===== src/rtl/lbpe_pkg.sv =====
// Shared definitions for the LUT-based PE partial-sum accumulator.
// Contents: FSM state encoding, default datapath dimensions, signed
// saturation bounds for ACC_WIDTH and a config-legality helper.
package lbpe_pkg;

    localparam int NUM_LANES    = 4;
    localparam int PSUM_WIDTH   = 16;
    localparam int ACC_WIDTH    = 32;
    localparam int WEIGHT_WIDTH = 16;
    localparam int CNT_WIDTH    = 8;

    localparam logic signed [ACC_WIDTH-1:0] ACC_MAX = {1'b0, {(ACC_WIDTH-1){1'b1}}};
    localparam logic signed [ACC_WIDTH-1:0] ACC_MIN = {1'b1, {(ACC_WIDTH-1){1'b0}}};

    typedef enum logic [1:0] {
        ST_IDLE  = 2'd0,
        ST_ACCUM = 2'd1,
        ST_DONE  = 2'd2
    } state_t;

    // A run needs 1..WEIGHT_WIDTH beats per group and at least one group.
    function automatic logic cfg_legal(input logic [4:0] wbits, input logic [CNT_WIDTH-1:0] groups);
        return (wbits != 5'd0) && (int'(wbits) <= WEIGHT_WIDTH) && (groups != '0);
    endfunction

endpackage


===== src/rtl/lbpe_psum_accumulator_if.sv =====
// Beat/result bus of the partial-sum accumulator.
// Handshake: a transfer happens on a rising clk edge where valid and ready
// are both high; the producer holds valid and data stable until then.
//   in_valid/in_ready/in_psum    : bit-serial partial-sum beats, lane0 in LSBs
//   out_valid/out_ready/out_acc  : accumulated result vector, lane0 in LSBs
// Modports: master = beat producer / result consumer, slave = accumulator.
interface lbpe_psum_accumulator_if;
    import lbpe_pkg::*;

    logic                              in_valid;
    logic                              in_ready;
    logic [NUM_LANES*PSUM_WIDTH-1:0]   in_psum;
    logic                              out_valid;
    logic                              out_ready;
    logic [NUM_LANES*ACC_WIDTH-1:0]    out_acc;

    modport master (
        output in_valid, in_psum, out_ready,
        input  in_ready, out_valid, out_acc
    );

    modport slave (
        input  in_valid, in_psum, out_ready,
        output in_ready, out_valid, out_acc
    );

endinterface


===== src/rtl/lbpe_acc_lane.sv =====
// One lane of the accumulator: folds MSB-first bit-serial partial sums into
// a signed product sum (bitacc) and adds it into the group sum.
// Config macro: PSUM_SAT_EN -- group add saturates to signed ACC_WIDTH and
// reports it on sat_hit; otherwise the add wraps and sat_hit is 0.
// Ports:
//   clk, rst  clock, async active-high reset
//   clear     zero bitacc and sum (start of a run)
//   beat      accepted beat this cycle
//   first     beat is bit 0 of a group
//   negate    bit 0 carries negative weight (wbits > 1)
//   last      beat is the last bit of a group (sum is updated)
//   psum      signed partial sum for this lane
//   sum_next  sum including the current group's bitacc (combinational)
//   sat_hit   group add saturated (combinational)
module lbpe_acc_lane
    import lbpe_pkg::*;
(
    input  logic                         clk,
    input  logic                         rst,
    input  logic                         clear,
    input  logic                         beat,
    input  logic                         first,
    input  logic                         negate,
    input  logic                         last,
    input  logic signed [PSUM_WIDTH-1:0] psum,
    output logic signed [ACC_WIDTH-1:0]  sum_next,
    output logic                         sat_hit
);

    logic signed [ACC_WIDTH-1:0] bitacc;
    logic signed [ACC_WIDTH-1:0] sum;
    logic signed [ACC_WIDTH-1:0] psum_ext;
    logic signed [ACC_WIDTH-1:0] bitacc_next;

    assign psum_ext = {{(ACC_WIDTH-PSUM_WIDTH){psum[PSUM_WIDTH-1]}}, psum};

    // Bitacc shift always wraps; only the group add may saturate.
    always_comb begin
        bitacc_next = '0;
        if (first) begin
            bitacc_next = negate ? -psum_ext : psum_ext;
        end else begin
            bitacc_next = (bitacc <<< 1) + psum_ext;
        end
    end

`ifdef PSUM_SAT_EN
    logic signed [ACC_WIDTH:0] wide_sum;

    always_comb begin
        wide_sum = {sum[ACC_WIDTH-1], sum} + {bitacc_next[ACC_WIDTH-1], bitacc_next};
        sum_next = wide_sum[ACC_WIDTH-1:0];
        sat_hit  = 1'b0;
        // Sign of the extra bit disagreeing with the MSB means the sum left range.
        if (wide_sum[ACC_WIDTH] != wide_sum[ACC_WIDTH-1]) begin
            sat_hit  = 1'b1;
            sum_next = wide_sum[ACC_WIDTH] ? ACC_MIN : ACC_MAX;
        end
    end
`else
    assign sum_next = sum + bitacc_next;
    assign sat_hit  = 1'b0;
`endif

    always_ff @(posedge clk or posedge rst) begin
        if (rst) begin
            bitacc <= '0;
            sum    <= '0;
        end else if (clear) begin
            bitacc <= '0;
            sum    <= '0;
        end else if (beat) begin
            bitacc <= bitacc_next;
            if (last) begin
                sum <= sum_next;
            end
        end
    end

endmodule


===== src/rtl/lbpe_psum_accumulator.sv =====
// Partial-sum accumulator for the LUT-based PE. Collects cfg_wbits beats per
// group over cfg_groups groups, then presents one accumulated vector.
// Config macro: PSUM_SAT_EN -- saturating group add with sticky ovf flag.
// Ports:
//   clk, rst              clock, async active-high reset
//   cfg_start             start pulse, cfg_wbits/cfg_groups sampled with it
//   cfg_wbits, cfg_groups run configuration
//   bus (slave)           beat input / result output handshake bus
//   busy                  high while a run is in progress or result pending
//   err_cfg               one-cycle pulse after an illegal cfg_start
//   ovf                   sticky saturation flag (0 without PSUM_SAT_EN)
//   dbg_state             current FSM state
module lbpe_psum_accumulator
    import lbpe_pkg::*;
(
    input  logic                 clk,
    input  logic                 rst,
    input  logic                 cfg_start,
    input  logic [4:0]           cfg_wbits,
    input  logic [CNT_WIDTH-1:0] cfg_groups,
    lbpe_psum_accumulator_if.slave bus,
    output logic                 busy,
    output logic                 err_cfg,
    output logic                 ovf,
    output state_t               dbg_state
);

    state_t                         state;
    logic [4:0]                     wbits_q;
    logic [CNT_WIDTH-1:0]           groups_q;
    logic [4:0]                     bit_cnt;
    logic [CNT_WIDTH-1:0]           grp_cnt;
    logic                           in_ready_q;
    logic                           out_valid_q;
    logic [NUM_LANES*ACC_WIDTH-1:0] out_acc_q;

    logic                           start_ok;
    logic                           beat;
    logic                           first_bit;
    logic                           last_bit;
    logic                           last_grp;
    logic [NUM_LANES*ACC_WIDTH-1:0] lane_sum;
    logic [NUM_LANES-1:0]           lane_sat;

    assign start_ok  = (state == ST_IDLE) && cfg_start && cfg_legal(cfg_wbits, cfg_groups);
    // in_ready_q is only ever high in ACCUM, so it also qualifies the state.
    assign beat      = bus.in_valid && in_ready_q;
    assign first_bit = (bit_cnt == 5'd0);
    assign last_bit  = (bit_cnt == wbits_q - 5'd1);
    assign last_grp  = (grp_cnt == groups_q - CNT_WIDTH'(1));

    for (genvar l = 0; l < NUM_LANES; l++) begin : g_lane
        lbpe_acc_lane u_lane (
            .clk      (clk),
            .rst      (rst),
            .clear    (start_ok),
            .beat     (beat),
            .first    (first_bit),
            .negate   (wbits_q != 5'd1),
            .last     (last_bit),
            .psum     (bus.in_psum[l*PSUM_WIDTH +: PSUM_WIDTH]),
            .sum_next (lane_sum[l*ACC_WIDTH +: ACC_WIDTH]),
            .sat_hit  (lane_sat[l])
        );
    end

    always_ff @(posedge clk or posedge rst) begin
        if (rst) begin
            state       <= ST_IDLE;
            wbits_q     <= '0;
            groups_q    <= '0;
            bit_cnt     <= '0;
            grp_cnt     <= '0;
            in_ready_q  <= 1'b0;
            out_valid_q <= 1'b0;
            out_acc_q   <= '0;
            busy        <= 1'b0;
            err_cfg     <= 1'b0;
            ovf         <= 1'b0;
        end else begin
            err_cfg <= 1'b0;
            case (state)
                ST_IDLE: begin
                    if (cfg_start) begin
                        if (start_ok) begin
                            wbits_q    <= cfg_wbits;
                            groups_q   <= cfg_groups;
                            bit_cnt    <= '0;
                            grp_cnt    <= '0;
                            ovf        <= 1'b0;
                            in_ready_q <= 1'b1;
                            busy       <= 1'b1;
                            state      <= ST_ACCUM;
                        end else begin
                            err_cfg <= 1'b1;
                        end
                    end
                end
                ST_ACCUM: begin
                    if (beat) begin
                        if (last_bit) begin
                            bit_cnt <= '0;
                            if (|lane_sat) begin
                                ovf <= 1'b1;
                            end
                            if (last_grp) begin
                                grp_cnt     <= '0;
                                out_acc_q   <= lane_sum;
                                out_valid_q <= 1'b1;
                                in_ready_q  <= 1'b0;
                                state       <= ST_DONE;
                            end else begin
                                grp_cnt <= grp_cnt + CNT_WIDTH'(1);
                            end
                        end else begin
                            bit_cnt <= bit_cnt + 5'd1;
                        end
                    end
                end
                ST_DONE: begin
                    if (bus.out_ready) begin
                        out_valid_q <= 1'b0;
                        busy        <= 1'b0;
                        state       <= ST_IDLE;
                    end
                end
                default: state <= ST_IDLE;
            endcase
        end
    end

    assign bus.in_ready  = in_ready_q;
    assign bus.out_valid = out_valid_q;
    assign bus.out_acc   = out_acc_q;
    assign dbg_state     = state;

endmodule


===== src/flat_wrapper.sv =====
// flat-port wrapper written by rule: the top's interface ports become plain ports
module lbpe_psum_accumulator_flat import lbpe_pkg::*;
  (clk, rst, cfg_start, cfg_wbits, cfg_groups, busy, err_cfg, ovf, dbg_state, bus_in_valid, bus_in_psum, bus_out_ready, bus_in_ready, bus_out_valid, bus_out_acc);
  lbpe_psum_accumulator_if bus_i ();
  input  logic clk;
  input  logic rst;
  input  logic cfg_start;
  input  logic [4:0] cfg_wbits;
  input  logic [CNT_WIDTH-1:0] cfg_groups;
  output logic busy;
  output logic err_cfg;
  output logic ovf;
  output state_t dbg_state;
  input wire logic [$bits(bus_i.in_valid)-1:0] bus_in_valid;
  input wire logic [$bits(bus_i.in_psum)-1:0] bus_in_psum;
  input wire logic [$bits(bus_i.out_ready)-1:0] bus_out_ready;
  output wire logic [$bits(bus_i.in_ready)-1:0] bus_in_ready;
  output wire logic [$bits(bus_i.out_valid)-1:0] bus_out_valid;
  output wire logic [$bits(bus_i.out_acc)-1:0] bus_out_acc;
  assign bus_i.in_valid = bus_in_valid;
  assign bus_i.in_psum = bus_in_psum;
  assign bus_i.out_ready = bus_out_ready;
  assign bus_in_ready = bus_i.in_ready;
  assign bus_out_valid = bus_i.out_valid;
  assign bus_out_acc = bus_i.out_acc;
  lbpe_psum_accumulator u_core (.clk(clk), .rst(rst), .cfg_start(cfg_start), .cfg_wbits(cfg_wbits), .cfg_groups(cfg_groups), .bus(bus_i), .busy(busy), .err_cfg(err_cfg), .ovf(ovf), .dbg_state(dbg_state));
endmodule

===== config.mk =====
export PLATFORM = sky130hd
export DESIGN_NAME = lbpe_psum_accumulator_flat
export DESIGN_NICKNAME = d
export VERILOG_FILES = /design/src/rtl/lbpe_pkg.sv /design/src/rtl/lbpe_psum_accumulator_if.sv /design/src/rtl/lbpe_acc_lane.sv /design/src/rtl/lbpe_psum_accumulator.sv /design/src/flat_wrapper.sv
export SDC_FILE = /design/constraint.sdc
export NUM_CORES = 2
export LEC_CHECK = 0
export BUFFER_PORTS_ARGS = -buffer_cell sky130_fd_sc_hd__buf_2
export CAP_MARGIN = 20
export CORE_UTILIZATION = 39
export CTS_CLUSTER_DIAMETER = 60
export DETAILED_ROUTE_END_ITERATION = 8
export PLACE_DENSITY = 0.67
export SYNTH_ARGS = -nofsm -noshare
export SYNTH_HDL_FRONTEND = slang
export SYNTH_SLANG_ARGS = --single-unit

===== constraint.sdc =====
create_clock -name clk -period 17.01 [get_ports clk]
set_clock_uncertainty 0.15 [all_clocks]
set_input_delay 3.402 -clock clk [delete_from_list [all_inputs] [get_ports clk]]
set_output_delay 3.402 -clock clk [all_outputs]
set_load 0.02 [all_outputs]

[After elaboration in Yosys (flattened, before gate mapping)]
Cells that the tools add are included.
Storage, ports and cells
  register bits after elaboration: 412
  output and inout bits: 135
  input port bits: 82
  logic and storage cells: 130
Cells by class
  mux-type cells: 61
  order comparisons: 1
  reductions and logical operators: 23
  add/sub/neg operators: 16
  eq/ne operators: 11
Operator list (number)
  $mux 32: 20
  $mux 31: 8
  $add 32x16->32: 4
  $add 32x32->32: 4
  $neg 16->32: 4
  $mux 8: 5
  $mux 5: 4
  $pmux 8 s2: 1
  $mux 1: 12
  $mux 2: 6
  $reduce_and 4->1: 3
  $reduce_and 6->1: 2
  $pmux 5 s2: 1
  $reduce_and 5->1: 2
  $reduce_bool 2->1: 5
  $add 8x1->8 const B: 1
  $eq 8x8->1: 1
  $ne 2x2->1 const B: 4
  $reduce_bool 8->1: 1
  $sub 8x1->8 const B: 1
  $pmux 1 s2: 3
  $pmux 2 s3: 1
  $add 5x1->5 const B: 1
  $eq 5x5->1: 1
  other kinds (12): 17

[Logic depth before layout (Yosys ltp)]
  depth after elaboration: 7
  depth in mapped cells: 23
  gate-level depth less buffers: 23

[Hierarchy]
Synthesis repeated with hierarchy kept, for this count alone.
Second synthesis, totals
  cells, all modules: 3527
  area total of the unflattened synthesis: 32174.6 um^2
By module, submodules not included
  lbpe_acc_lane at u_core.g_lane[1].u_lane ...: area an instance 6195.9 um^2, sequential area each 1576.5 um^2, cells an instance 742, times used 2
  lbpe_psum_accumulator: area an instance 7100.6 um^2, sequential area each 4028.9 um^2, cells an instance 475, times used 1
  lbpe_acc_lane at u_core.g_lane[0].u_lane: area an instance 6403.6 um^2, sequential area each 1576.5 um^2, cells an instance 811, times used 1
  lbpe_acc_lane at u_core.g_lane[3].u_lane: area an instance 6278.5 um^2, sequential area each 1576.5 um^2, cells an instance 757, times used 1

[Least setup slack after synthesis]
No wires, ideal clock.
  path type: in2reg
  start point: input port bus_in_psum[33]
  end point: register u_core.g_lane[2].u_lane.sum[30]
  required time: 16.738 ns
  slack: 9.001 ns
  stages on the path: 20
  setup time: 0.122 ns
  buffers on the path: 0
  arrival time: 7.737 ns
  cell sequence: ha_1 > fa_1 > a211oi_2 > o21ai_2 > a2111oi_4 > o31ai_1 > a21boi_0 > xor2_1 > a21oi_1 > ha_1 > a21o_1 > a211oi_1 > a21oi_1 > a31oi_1 > a41o_1 > o31ai_1 > a21oi_1 > o31ai_1 > or3_1 > o2111a_1
Between the ends
  longest elaborated chain between the ends: 7
  elaborated cells between the ends (all ways): 8
  classes of those cells: add/sub (3); mux (5)
RTL lines
  start, declared: line flat_wrapper.sv:15  | input wire logic [$bits(bus_i.in_psum)-1:0] bus_in_psum;
  $neg 16->32: line lbpe_acc_lane.sv:41  | bitacc_next = negate ? -psum_ext : psum_ext;
  $mux 32: line lbpe_acc_lane.sv:41
  $mux 32 *: line lbpe_acc_lane.sv:40  | if (first) begin
  $add 32x32->32 *: line lbpe_acc_lane.sv:61  | assign sum_next = sum + bitacc_next;
  $mux 32 *: line lbpe_acc_lane.sv:74  | if (last) begin
  $mux 32 *: line lbpe_acc_lane.sv:72  | end else if (beat) begin
  $mux 32 *: line lbpe_acc_lane.sv:69  | end else if (clear) begin
  end signal, assigned: line lbpe_acc_lane.sv:75  | sum <= sum_next;
  end, declared: line lbpe_acc_lane.sv:31  | logic signed [ACC_WIDTH-1:0] sum;
Every way passes the cells marked *; elsewhere a longest branch is shown, timed or not. The select of a mux whose other input is x is not followed.
A chain may end at the register's enable or synchronous reset.

[Final worst setup path]
Ends and elaborated chain as after synthesis.

==> results.py <==
metrics = {
    "final_layout": {
        "layout_common_cells": "nand2_1 (646), a21oi_1 (471), dfrtp_1 (412)",
        "final_common_cell": "nand2_1",
        "drive_gt1_frac": 0.101,
        "final_core_util": 0.447,
        "final_nets": 4389,
        "fillers": 8012,
        "syn_to_final_growth_pct": 12.7,
    },
    "yosys": {
        "synth_edf_count": 0,
        "synthArstFlopShare": 1.00,
        "synth_seq_cells": 412,
        "syn_avg_cell_area_sq_um": 8.05,
        "syn_inst": 3908,
        "syn_area_sq_um": 31500,
        "yosys_warnings": 0,
        "synth_top_cell_by_area": "dfrtp_1",
        "ys_seq_area_frac": 0.328,
        "syn-num-nets": 4272,
        "synth_cell_types": 90,
        "synth.area.top_cells": "dfrtp_1 (33%), ha_1 (11%), nand2_1 (7.7%), a21oi_1 (7.5%), o21ai_0 (4.7%)",
        "synth_flop_cell": "dfrtp_1",
        "synth_top_area_frac": 0.328,
    },
    "route": {
        "wl_met1_mm": 43.3,
        "vias_per_cell": 5.62,
        "wl_met3_mm": 4.51,
        "drc": 0,
        "vias": 28800,
        "postRouteAntennaNets": 0,
        "wl_met2_mm": 44.4,
        "drt_pass1_iterations": 5,
        "top_layer": "met5",
        "drt-total-wl_mm": 94.8,
        "wl_per_cell_microns": 18.5,
        "drtIter0Drc": 1859,
    },
    "worst_setup_path": {
        "start_kind": "input pin",
        "worstReg2RegEnd": "u_core.g_lane[2].u_lane.sum[30]",
        "cp_slowest_stage_delay_ns": 0.49,
        "reg2reg_slack_ns": 11.38,
        "cp_cell_sequence": "buf_2, ha_1, fa_1, a211oi_2, o21ai_2, a2111oi_4, o31ai_1, a21boi_0, xor2_1, a21oi_1, ha_1, a21o_1, a211oi_1, a21oi_1, a31oi_1, a41o_1, o31ai_1, a21oi_1, o31ai_1, or3_1, o2111a_1",
        "crit_path_end": "u_core.g_lane[2].u_lane.sum[30]",
        "slowest_stage": "a2111oi_4",
        "rr_worst_depth": 20,
        "rr_startpoint": "u_core.g_lane[2].u_lane.bitacc[0]",
        "criticalPathCategory": "in -> reg",
        "crit_fanout": 6,
        "critPathCaptureType": "flip-flop",
        "crit_arrival_ns": 8.53,
        "critical_path.startpoint": "bus_in_psum[33]",
        "worstPathRequired_ns": 17.37,
    },
    "cts": {
        "hold_buffers": 0,
        "cts_sinks": 412,
        "cts_buffers": 58,
        "cts.path.max_buffers": 3,
        "cts_root_buf": "clkbuf_16",
        "cts_tree": "built",
        "cts_resized": 0,
        "clk_pin_slew_ns": 0.06,
        "postCtsSetupBuffers": 0,
        "htree_levels": 2,
        "clk_latency_ns": 0.63,
    },
    "floorplan": {
        "die_w_microns": 286,
        "die_area_sq_um": 81800,
        "die-height_microns": 286,
        "io_pins": 217,
        "num_rows": 103,
        "core_sq_um": 79400,
        "initial_utilization": 0.396,
    },
    "timing": {
        "max-slew-margin-rel": 0.293,
        "hold_viol_final": 0,
        "finalCriticalPeriod_ns": 8.16,
        "setup_viol": 0,
        "worst_pin_slew_ns": 1.06,
        "fin_ws_ns": 8.85,
        "rsz0062_at_grt": "no",
        "totalNegativeSetupSlack_ns": 0,
        "fmax_mhz": 122,
        "hold_slack_ns": 0.309,
        "slew_violations": 0,
        "fin_crit_sh": 0.480,
    },
    "global_route": {
        "antenna_found_initial": 9,
        "grt_first_pass_wirelength_mm": 152,
        "track_usage": 0.229,
        "grt_pass1_vias": 27900,
        "grt_overflow": 0,
        "grt_max_degree": 147,
    },
    "place": {
        "post-place-ws_ns": 8.31,
        "dp_hpwl_mm": 65.8,
        "io_buffers": 215,
        "gp_congestion": 0.906,
    },
    "power": {
        "ir_drop_mv": 0.0924,
        "leakage_nw": 17.2,
        "pwr_density_cell_nw_per_um2": 245,
    },
    "worst_hold_path": {
        "hp-class": "reg -> reg",
    },
    "status": {
        "outcome": "finished clean",
    },
    "flow_run": {
        "drv_cap": 0,
    },
}
worst min-delay path by stage:
stage	endpoint	startpoint	cells after the start
3_5_place_dp	u_core.bus.out_acc[80]	u_core.bus.out_acc[80]	2
5_1_grt	u_core.bus.out_acc[101]	u_core.bus.out_acc[101]	2
3_3_place_gp	u_core.bus.out_acc[35]	u_core.bus.out_acc[35]	2
4_1_cts	u_core.bus.out_acc[80]	u_core.bus.out_acc[80]	2
6_report	u_core.bus.out_acc[32]	u_core.bus.out_acc[32]	2
2_1_floorplan	u_core.groups_q[7]	u_core.groups_q[7]	2
cell type report:
cell class	count	area, sq um	share of cell area
clock buffers	71	1580	0.0446
multi-input cells	3221	20200	0.569
well taps	1050	1310	0.0371
flip-flops and latches	412	10300	0.291
diodes	4	10.0	0.000282
clock inverters	39	419	0.0118
inverters	89	342	0.00964
repair buffers	243	1310	0.0370
per-layer routing:
metal | vias up | global-route usage
li1 | 14100 | -
met1 | 13800 | 0.306
met2 | 668 | 0.381
met3 | 155 | 0.0327
met4 | 12 | 0.0690
met5 | - | 0
cell families after synthesis:
logic type / after synthesis / synth area share
AOI/OAI and AO/OA: 1215 / 0.234
xor gates and xnor gates: 288 / 0.0811
adders and majority gates: 282 / 0.114
buffers and inverters: 275 / 0.0337
DFF: 412 / 0.328
muxes: 40 / 0.0136
other: 1 / 0.000119
and+or+nand+nor: 1395 / 0.196
cell usage after synthesis, types with 61 or more instances:
cell,instances
dfrtp_1,412
xor2_1,127
a21oi_1,471
nand3_1,92
nor2_1,343
ha_1,274
a21o_1,129
o21ai_0,296
xnor2_1,159
inv_1,89
clkbuf_1,157
nand2_1,647
nor3_1,61
critical path: cells and delay by family:
family | cells | cell delay [ns]
AND/OR/NAND/NOR | 1 | 0.37
XOR/XNOR | 1 | 0.11
adder cells (fa/ha/maj) | 3 | 1.03
buffers and inverters | 1 | 0.13
AO/OA/AOI/OAI | 15 | 3.49
per-stage QoR:
| stage | instances | total power [mW] | instance area (sq um) |
|---|---|---|---|
| 4_1_cts | 5125 | 8.71 | 35400 |
| 2_1_floorplan | 3908 | 6.01 | 31500 |
| 6_report | 5129 | 8.70 | 35500 |
| 3_3_place_gp | 5015 | 7.32 | 33400 |
| 5_1_grt | 5126 | 9.50 | 35400 |
| 3_5_place_dp | 5015 | 7.39 | 33400 |
where the power goes:
part           internal (mW)  total [mW]  switching [mW]  leakage [nW]
registers               1.33        1.56           0.239          5.37
clock network          0.747        1.27           0.520         0.980
logic                   2.29        5.87            3.58          10.8
total                   4.36        8.70            4.34          17.2
state kept, by name (all words and copies together) (netlist names), 2 cells and up:
name	flops
u_core.dbg_state	2
u_core.wbits_q	5
u_core.grp_cnt	8
u_core.bit_cnt	5
u_core.bus.out_acc	128
u_core.groups_q	8
u_core.g_lane.u_lane.bitacc	124
u_core.g_lane.u_lane.sum	128
Note: power is estimated with default switching activity, not from simulation.
